**config.mk**
```make
export PLATFORM = sky130hd
export DESIGN_NAME = sine_table_writer
export DESIGN_NICKNAME = d
export VERILOG_FILES = /design/src/rtl/sine_table_writer.sv
export SDC_FILE = /design/constraint.sdc
export NUM_CORES = 1
export LEC_CHECK = 0
export CAP_MARGIN = 20
export CORE_MARGIN = 2
export CORE_UTILIZATION = 50
export DETAILED_ROUTE_END_ITERATION = 10
export PLACE_DENSITY = 0.74
export SYNTH_ARGS = -nofsm -noshare
export SYNTH_HDL_FRONTEND = slang
export SYNTH_SLANG_ARGS = --single-unit
```
**constraint.sdc**
```tcl
create_clock -name clk -period 26.8 [get_ports clk]
set_input_delay 6.7 -clock clk [delete_from_list [all_inputs] [get_ports clk]]
set_output_delay 6.7 -clock clk [all_outputs]
set_load 0.005 [all_outputs]
```
**src/rtl/sine_table_writer.sv**
```systemverilog
// Fills a 512-entry quarter-wave sine table, one rotation-mode CORDIC pass per entry.
// Define SINE_WRITER_READBACK_EN to add a readback sweep that flags any table corruption.
module sine_table_writer #(
  parameter int unsigned ENTRIES    = 512,
  parameter int unsigned DATA_WIDTH = 16,
  parameter int unsigned ITERS      = 16
) (
  input  logic                  clk,
  input  logic                  reset,
  input  logic                  start,
  input  logic                  wr_ready,
  output logic                  we,
  output logic [8:0]            waddr,
  output logic [DATA_WIDTH-1:0] wdata,
  output logic                  busy,
  output logic                  done
`ifdef SINE_WRITER_READBACK_EN
  ,
  output logic [8:0]            raddr,
  input  logic [DATA_WIDTH-1:0] rdata,
  output logic                  mismatch
`endif
);

  localparam int unsigned KW   = $clog2(ITERS);
  localparam int unsigned GB   = 4;        // guard bits below the output LSB
  localparam int unsigned XW   = 18 + GB;
  localparam int unsigned ZW   = 24;
  localparam int unsigned ZF   = 17 + GB;  // angle unit is 2^-17 rad with GB extra fraction bits
  localparam int unsigned ResW = 10;
  localparam int          YMax = (1 << DATA_WIDTH) - 1;

  localparam logic [8:0]           LastIdx = 9'(ENTRIES - 1);
  localparam logic signed [XW-1:0] X0      = XW'(39797 << GB);

`ifdef SINE_WRITER_READBACK_EN
  typedef enum logic [2:0] {StIdle, StLoad, StIter, StWrite, StVerify, StFinish} state_e;
  localparam logic [9:0] VerifyLast = 10'(ENTRIES + 1);
`else
  typedef enum logic [2:0] {StIdle, StLoad, StIter, StWrite, StFinish} state_e;
`endif

  state_e               state_q;
  logic [8:0]           idx_q;
  logic [KW-1:0]        k_q;
  logic signed [XW-1:0] x_q, y_q, x_n, y_n, x_sh, y_sh;
  logic signed [ZW-1:0] z_q, z_n, z0, atan_k;
  logic [29:0]          z_prod;
  logic signed [31:0]   x_ext, z_ext, prod, y_ext, y_corr, y_trim, y_rnd;
  logic [DATA_WIDTH-1:0] y_sat;

  function automatic logic signed [ZW-1:0] atan_lut(input logic [KW-1:0] k);
    logic signed [ZW-1:0] v;
    case (int'(k))
      0:       v = ZW'(1647099);
      1:       v = ZW'(972340);
      2:       v = ZW'(513757);
      3:       v = ZW'(260791);
      4:       v = ZW'(130902);
      5:       v = ZW'(65515);
      6:       v = ZW'(32765);
      7:       v = ZW'(16384);
      8:       v = ZW'(8192);
      9:       v = ZW'(4096);
      10:      v = ZW'(2048);
      11:      v = ZW'(1024);
      12:      v = ZW'(512);
      13:      v = ZW'(256);
      14:      v = ZW'(128);
      15:      v = ZW'(64);
      default: v = '0;
    endcase
    return v;
  endfunction

  always_comb begin
    // Angle of entry i is (2i+1)*pi*1024 in 2^-21 rad; constant carries 8 more fraction bits.
    z_prod = 30'({idx_q, 1'b1}) * 30'd823550;
    z0     = ZW'((z_prod + 30'd128) >> 8);
    atan_k = atan_lut(k_q);
    x_sh   = x_q >>> k_q;
    y_sh   = y_q >>> k_q;
    if (!z_q[ZW-1]) begin
      x_n = x_q - y_sh;
      y_n = y_q + x_sh;
      z_n = z_q - atan_k;
    end else begin
      x_n = x_q + y_sh;
      y_n = y_q - x_sh;
      z_n = z_q + atan_k;
    end
    // Rotate the leftover residual angle in by small-angle approximation, then trim the
    // 2^16 full scale set by x0 down to 65535 and round off the guard bits.
    x_ext  = {{(32 - XW){x_n[XW-1]}}, x_n};
    z_ext  = {{(32 - ResW){z_n[ResW-1]}}, z_n[ResW-1:0]};
    prod   = x_ext * z_ext;
    y_ext  = {{(32 - XW){y_n[XW-1]}}, y_n};
    y_corr = y_ext + (prod >>> ZF);
    y_trim = y_corr - (y_corr >>> 16);
    y_rnd  = (y_trim + 32'sd8) >>> GB;
    if (y_rnd < 0) begin
      y_sat = '0;
    end else if (y_rnd > YMax) begin
      y_sat = '1;
    end else begin
      y_sat = y_rnd[DATA_WIDTH-1:0];
    end
  end

`ifdef SINE_WRITER_READBACK_EN
  logic [DATA_WIDTH-1:0] shadow_mem [ENTRIES];
  logic [DATA_WIDTH-1:0] exp1_q, exp2_q;
  logic [9:0]            vcnt_q;

  // Mirrors every write the RAM accepts.
  always_ff @(posedge clk) begin
    if (we && wr_ready) shadow_mem[waddr] <= wdata;
  end
`endif

  always_ff @(posedge clk) begin
    if (reset) begin
      state_q <= StIdle;
      idx_q   <= '0;
      k_q     <= '0;
      x_q     <= '0;
      y_q     <= '0;
      z_q     <= '0;
      we      <= 1'b0;
      waddr   <= '0;
      wdata   <= '0;
      busy    <= 1'b0;
      done    <= 1'b0;
`ifdef SINE_WRITER_READBACK_EN
      raddr    <= '0;
      mismatch <= 1'b0;
      vcnt_q   <= '0;
      exp1_q   <= '0;
      exp2_q   <= '0;
`endif
    end else begin
      done <= 1'b0;
      unique case (state_q)
        StIdle: begin
          if (start) begin
            state_q <= StLoad;
            idx_q   <= '0;
            busy    <= 1'b1;
`ifdef SINE_WRITER_READBACK_EN
            mismatch <= 1'b0;
`endif
          end
        end
        StLoad: begin
          x_q     <= X0;
          y_q     <= '0;
          z_q     <= z0;
          k_q     <= '0;
          state_q <= StIter;
        end
        StIter: begin
          x_q <= x_n;
          y_q <= y_n;
          z_q <= z_n;
          k_q <= k_q + 1'b1;
          if (k_q == KW'(ITERS - 1)) begin
            state_q <= StWrite;
            we      <= 1'b1;
            waddr   <= idx_q;
            wdata   <= y_sat;
          end
        end
        StWrite: begin
          if (wr_ready) begin
            we <= 1'b0;
            if (idx_q == LastIdx) begin
`ifdef SINE_WRITER_READBACK_EN
              state_q <= StVerify;
              raddr   <= '0;
              vcnt_q  <= '0;
`else
              state_q <= StFinish;
              done    <= 1'b1;
`endif
            end else begin
              idx_q   <= idx_q + 1'b1;
              state_q <= StLoad;
            end
          end
        end
`ifdef SINE_WRITER_READBACK_EN
        StVerify: begin
          // rdata returns two cycles after raddr, so the expected word rides a matching pipe.
          vcnt_q <= vcnt_q + 1'b1;
          if (raddr != LastIdx) raddr <= raddr + 1'b1;
          exp1_q <= shadow_mem[raddr];
          exp2_q <= exp1_q;
          if (vcnt_q >= 10'd2 && rdata != exp2_q) mismatch <= 1'b1;
          if (vcnt_q == VerifyLast) begin
            state_q <= StFinish;
            done    <= 1'b1;
          end
        end
`endif
        StFinish: begin
          state_q <= StIdle;
          busy    <= 1'b0;
        end
        default: state_q <= StIdle;
      endcase
    end
  end

endmodule
```
==> flow_summary.toml, run 1 <==
[synth]
yosysTopAreaCell = "fa_1"
syn_nets = 3448
synth_top_area_share = 0.186
synth_area_um2 = 24100
netlist_top_cells_area = "fa_1 19%, ha_1 15%, dfxtp_1 11%"
synth_common_cells = "374 x inv_1, 293 x ha_1, 279 x nor2_1, 244 x nand2_1, 224 x fa_1"
synth-seq-cells = 133
synth-async-reset-ratio = 0
synth_edf_count = 0
yosys_warnings = 0
synth_flop_cell = "dfxtp_1"
ys_seq_area_frac = 0.111
syn_inst = 2927
post-synth-top-count-cell = "inv_1"
synth.distinct_cells = 76
syn_area_per_cell_um2 = 8.23

[critical_path]
slowest_delay_ps = 680
cp_top_family = "compound AO/OA/AOI/OAI gates"
cp-start-kind = "flop"
crit_path_frequent_cell = "nor2_1"
path_class = "reg2reg"
r2r_slack_ps = 10070
crit_buf_inv = 7
arrival_ps = 17100
worstPathRequired_ps = 27160
crit_slowest_cell = "xor2_1"
cp_max_fo = 45
end_kind = "flop"

[detailed_routing]
drt-vias-per-instance = 5.94
ant_nets = 0
via_count = 20900
drc = 0
wl_per_cell_um = 18.4
dr.pass1.iters = 5
dr.first_iter.drc_count = 1673
drt-total-wl_mm = 64.8

[clocking]
post_cts_buffers = 0
cts.sinks = 133
cts_buffers = 17
clk_pin_slew_ps = 80
cts_resized = 0
h-tree-depth = 4
cts_tree = "yes"
cts.path.max_buffers = 2
insertion_delay_ps = 460
root_buffer = "clkbuf_16"
ctsHoldBuffers = 0

[final_layout]
ff_latch_area_um2 = 2670
num-fill-cells = 4423
nets = 3405
syn_to_final_growth_pct = 5.93
multi_input_area_um2 = 19600
diodes = 0
fin_util = 0.536
drive_gt1_frac = 0.0583

[global_route]
grt_pass1_vias = 21200
grt_max_degree = 69
grt_pass1_wl_mm = 108
grt-ovfl-total = 0
grt_usage = 0.265
gr-max-usage-layer = "met2"
antenna_found_initial = 0
use_met3 = 0.0407
grtUsageMet2 = 0.442
met1_usage = 0.353

[floorplanning]
io_pins = 32
die_height_um = 224
start_util = 0.506
core_um2 = 47600
rows = 80
dieArea_um2 = 50000
fp.dieW_um = 224

[place]
port-buffer-count = 31
routabilityCongestion = 0.938
dp_hpwl_mm = 50.8

[timing]
skew_ps = 15.7
period_needed_ps = 16730
relSlewSlack = 0.252
rsz0062_at_grt = "false"
tightestPinTransition_ps = 1110
setup_viol = 0
hold_viol_final = 0
finalSetupTns_ps = 0
slew_violations = 0
timing.fmax_mhz = 59.8
fin_crit_sh = 0.624

[flow_run]
drv_cap = 0

[run_status]
status = "finished clean"

[hold_path]
min-delay-path-class = "reg2reg"
==> cells in the final DEF, fill, tap and decap left out, drive strengths merged, types with 10 or more instances in the layout <==
| cell type | netlist | layout |
|---|---|---|
| o22ai | 10 | 10 |
| nand3 | 48 | 48 |
| or3 | 20 | 20 |
| o21a | 32 | 32 |
| mux4 | 51 | 51 |
| buf | 21 | 30 |
| o211ai | 17 | 17 |
| mux2 | 18 | 18 |
| xor2 | 100 | 100 |
| nor2 | 279 | 279 |
| nand2 | 244 | 244 |
| o21ai | 115 | 115 |
| clkbuf | 101 | 18 |
| nand2b | 48 | 48 |
| and3 | 28 | 28 |
| a31oi | 24 | 24 |
| fa | 224 | 224 |
| dfxtp | 133 | 133 |
| and2 | 46 | 46 |
| o31ai | 10 | 10 |
| ha | 293 | 293 |
| a21o | 43 | 43 |
| nand4 | 16 | 16 |
| clkdlybuf4s50 | 0 | 30 |
| a21oi | 193 | 193 |
| o21bai | 17 | 17 |
| or2 | 13 | 13 |
| mux2i | 11 | 11 |
| inv | 376 | 383 |
| nor3 | 46 | 46 |
| a22oi | 39 | 39 |
| xnor2 | 125 | 125 |
| nor2b | 51 | 51 |
| a211oi | 23 | 23 |
==> path summary, 6_finish.rpt <==
check                                to  cells after the start             startpoint
setup / recovery  wdata[5]$_SDFFE_PP0P_                     63    k_q[0]$_SDFFE_PP0N_
hold / removal    wdata[3]$_SDFFE_PP0P_                      2  wdata[3]$_SDFFE_PP0P_
setup reg to reg  wdata[5]$_SDFFE_PP0P_                     63    k_q[0]$_SDFFE_PP0N_
hold reg to reg   wdata[3]$_SDFFE_PP0P_                      2  wdata[3]$_SDFFE_PP0P_
==> cell type report <==
type                    instances  area share
repair buffers                 60      0.0205
inverters                     376      0.0553
clock inverters                14     0.00554
flip-flops and latches        133       0.104
multi-input cells            2296       0.767
clock buffers                  18      0.0168
well taps                     615      0.0302
==> kinds of logic (layout without fill, tap and decap cells) <==
logic type                 after synthesis  count (layout)  share of synthesized area
and+or+nand+nor                        882             882                      0.174
AOI/OAI and AO/OA                      592             592                      0.156
adders and majority gates              517             517                      0.338
buffers and inverters                  498             468                     0.0784
xor gates and xnor gates               225             225                     0.0821
DFF                                    133             133                      0.111
muxes                                   80              80                     0.0607
==> worst reg2reg max path, delay by kind of cell (launching register included) <==
family / cells / cell delay [ps]
AOI/OAI and AO/OA: 27 / 6640
adders and majority gates: 9 / 4010
and+or+nand+nor: 14 / 1960
buffers and inverters: 7 / 1540
xor gates and xnor gates: 4 / 1210
muxes: 2 / 940
DFF: 1 / 310
==> per-layer routing <==
layer  vias up  part of all wire
li1       9838                 -
met1     10200              0.44
met2       710              0.47
met3       135             0.066
met4         0             0.027
met5         -                 0
==> flip-flops by register name, indices dropped and copies added, names as in the netlist <==
| signal | count |
|---|---|
| waddr | 9 |
| x_q | 22 |
| idx_q | 9 |
| busy | 1 |
| done | 1 |
| state_q | 3 |
| z_q | 24 |
| atan_k | 21 |
| y_q | 22 |
| we | 1 |
| wdata | 16 |
| k_q | 4 |
==> stage by stage <==
step           hold WS [ps]  instance area, um^2  cells  setup WS [ps]
2_1_floorplan           436                24100   2927          12170
3_3_place_gp            435                24900   3479          10460
3_5_place_dp            447                24900   3479          10020
4_1_cts                 459                25500   3511           9960
5_1_grt                 478                25500   3512           8650
6_report                458                25500   3512          10070
Power of run 1 is not shown: default switching activity piles up to over one toggle a cycle in this logic, so the estimate is an artifact.
==> run 2, diff against run 1 <==
Settings changed: PLACE_DENSITY 0.74 to 0.76.
Clock period 26.8 ns to 14.1 ns, I/O delays scaled along.
==> run 2 against run 1 <==
Worst setup slack got worse by 9800 ps. Sequential share of layout area fell by 0.65 points. Highest routed layer unchanged. Largest cell class unchanged. Core utilization rose by 3.7 points.
==> flow_summary.toml, run 2 (synthesized netlist as in run 1, its figures left out) <==
[critical_path]
crit_slowest_cell = "fa_1"
cp-start-kind = "flop"
slowest_delay_ps = 600
rr_worst_depth = 56
worstPathRequired_ps = 14440
r2r_end = "wdata[7]$_SDFFE_PP0P_"
r2r_slack_ps = 240
end_kind = "flop"
cp_max_fo = 8
arrival_ps = 14200
path_class = "reg2reg"
crit_path_frequent_cell = "fa_1"
reg2reg_from = "k_q[0]$_SDFFE_PP0N_"

[global_route]
grt_max_degree = 69
grt-ovfl-total = 0
grt_pass1_wl_mm = 109
antenna_found_initial = 0
grt_pass1_vias = 21600
grt_usage = 0.269

[floorplanning]
die_height_um = 224
fp.dieW_um = 224
io_pins = 32
rows = 80
core_um2 = 47600
dieArea_um2 = 50000
start_util = 0.506

[final_layout]
drive_gt1_frac = 0.132
largest_register_ffs = 24
largest_register = "z_q"
fin_util = 0.572
final_common_cell = "inv_1"
mostFrequentLayoutCells = "370 x inv_1, 284 x ha_1, 259 x nor2_1"
nets = 3515
diodes = 0
num-fill-cells = 4111
largestRegisters = "z_q: 24 flops, x_q: 22 flops, y_q: 22 flops"
syn_to_final_growth_pct = 13.2

[clocking]
cts.sinks = 133
cts_tree = "yes"
insertion_delay_ps = 460
clk_pin_slew_ps = 60
cts_buffers = 17
cts.path.max_buffers = 2
root_buffer = "clkbuf_16"
h-tree-depth = 4

[place]
routabilityCongestion = 0.980
port-buffer-count = 31
dp_hpwl_mm = 52.3

[timing]
relSlewSlack = 0.311
tightestPinTransition_ps = 1030
skew_ps = 13.3
hold_viol_final = 0
setup_viol = 0
timing.fmax_mhz = 72.2
slew_violations = 0
hold_ws_ps = 456
fin_crit_sh = 0.983
rsz0062_at_grt = "true"
period_needed_ps = 13860

[detailed_routing]
drc = 0
ant_nets = 0
via_count = 21600
wl_per_cell_um = 18.6
dr.pass1.iters = 5
drt-vias-per-instance = 5.96
drt-total-wl_mm = 67.3
dr.first_iter.drc_count = 1800

[hold_path]
min-delay-start = "waddr[1]$_SDFFE_PP0P_"
min-delay-path-class = "reg2reg"
holdPathEnd = "waddr[1]$_SDFFE_PP0P_"
hold_path_depth = 2

[run_status]
status = "finished clean"

[flow_run]
drv_cap = 0
run 2: cell count changes in the layout (fill, tap and decap cells not counted), sizes merged:
| cell | before | now |
|---|---|---|
| clkinvlp | 3 | 4 |
| bufinv | 1 | 3 |
| inv | 383 | 381 |
| buf | 30 | 137 |
| nand2 | 244 | 245 |
| clkinv | 3 | 1 |
| clkbuf | 18 | 21 |
run 2: worst max-delay path, delay by kind of cell (launching register included):
kind / cells / cell delay (ps)
AO/OA/AOI/OAI: 18 / 3350
XOR/XNOR: 4 / 930
adder cells (fa/ha/maj): 9 / 4040
buffers and inverters: 9 / 1010
flip-flops: 1 / 390
multiplexers: 3 / 1110
AND/OR/NAND/NOR: 13 / 2910
run 2: worst max path at each step:
stage	to	cells after the start	from	slack (ps)
3_3_place_gp	wdata[13]$_SDFFE_PP0P_	61	k_q[0]$_SDFFE_PP0N_	-80
2_1_floorplan	wdata[10]$_SDFFE_PP0P_	59	k_q[0]$_SDFFE_PP0N_	50
6_report	wdata[7]$_SDFFE_PP0P_	56	k_q[0]$_SDFFE_PP0N_	240
3_5_place_dp	wdata[7]$_SDFFE_PP0P_	62	k_q[0]$_SDFFE_PP0N_	-410
4_1_cts	wdata[14]$_SDFFE_PP0P_	64	k_q[0]$_SDFFE_PP0N_	4
5_1_grt	wdata[7]$_SDFFE_PP0P_	58	k_q[0]$_SDFFE_PP0N_	-290
run 2: layout make-up:
class | instances | area, um^2 | share of cell area
clock buffer | 19 | 443 | 0.0162
clock inverter | 13 | 171 | 0.00629
inverter | 376 | 1410 | 0.0518
multi-input combinational | 2297 | 20400 | 0.748
sequential | 133 | 2670 | 0.0980
tap | 615 | 769 | 0.0282
timing repair buffer | 169 | 1410 | 0.0516
run 2: what timing repair did:
action / CTS / global route
buffers inserted: 8 / 26
setup endpoints to repair: 16 / 16
pin swaps: 12 / 91
hold buffers: 0 / 0
gates cloned: 0 / 3
resized for setup: 25 / 166
run 2: metal layers:
metal	routed length, um	GRT usage
met3	5090	0.0465
met5	0	0
met2	32800	0.464
met1	27500	0.349
met4	1870	0.0714
run 2: per-stage QoR:
| step | setup TNS [ps] | instance area [um^2] | worst slack (ps) | std cells |
|---|---|---|---|---|
| 4_1_cts | 0 | 26300 | 3.84 | 3593 |
| 2_1_floorplan | 0 | 24100 | 48.1 | 2927 |
| 3_3_place_gp | -1110 | 25500 | -79.5 | 3553 |
| 3_5_place_dp | -5860 | 25500 | -411 | 3553 |
| 5_1_grt | -3960 | 27300 | -290 | 3622 |
| 6_report | 0 | 27300 | 241 | 3622 |
Power of run 2 is left out for the same reason.
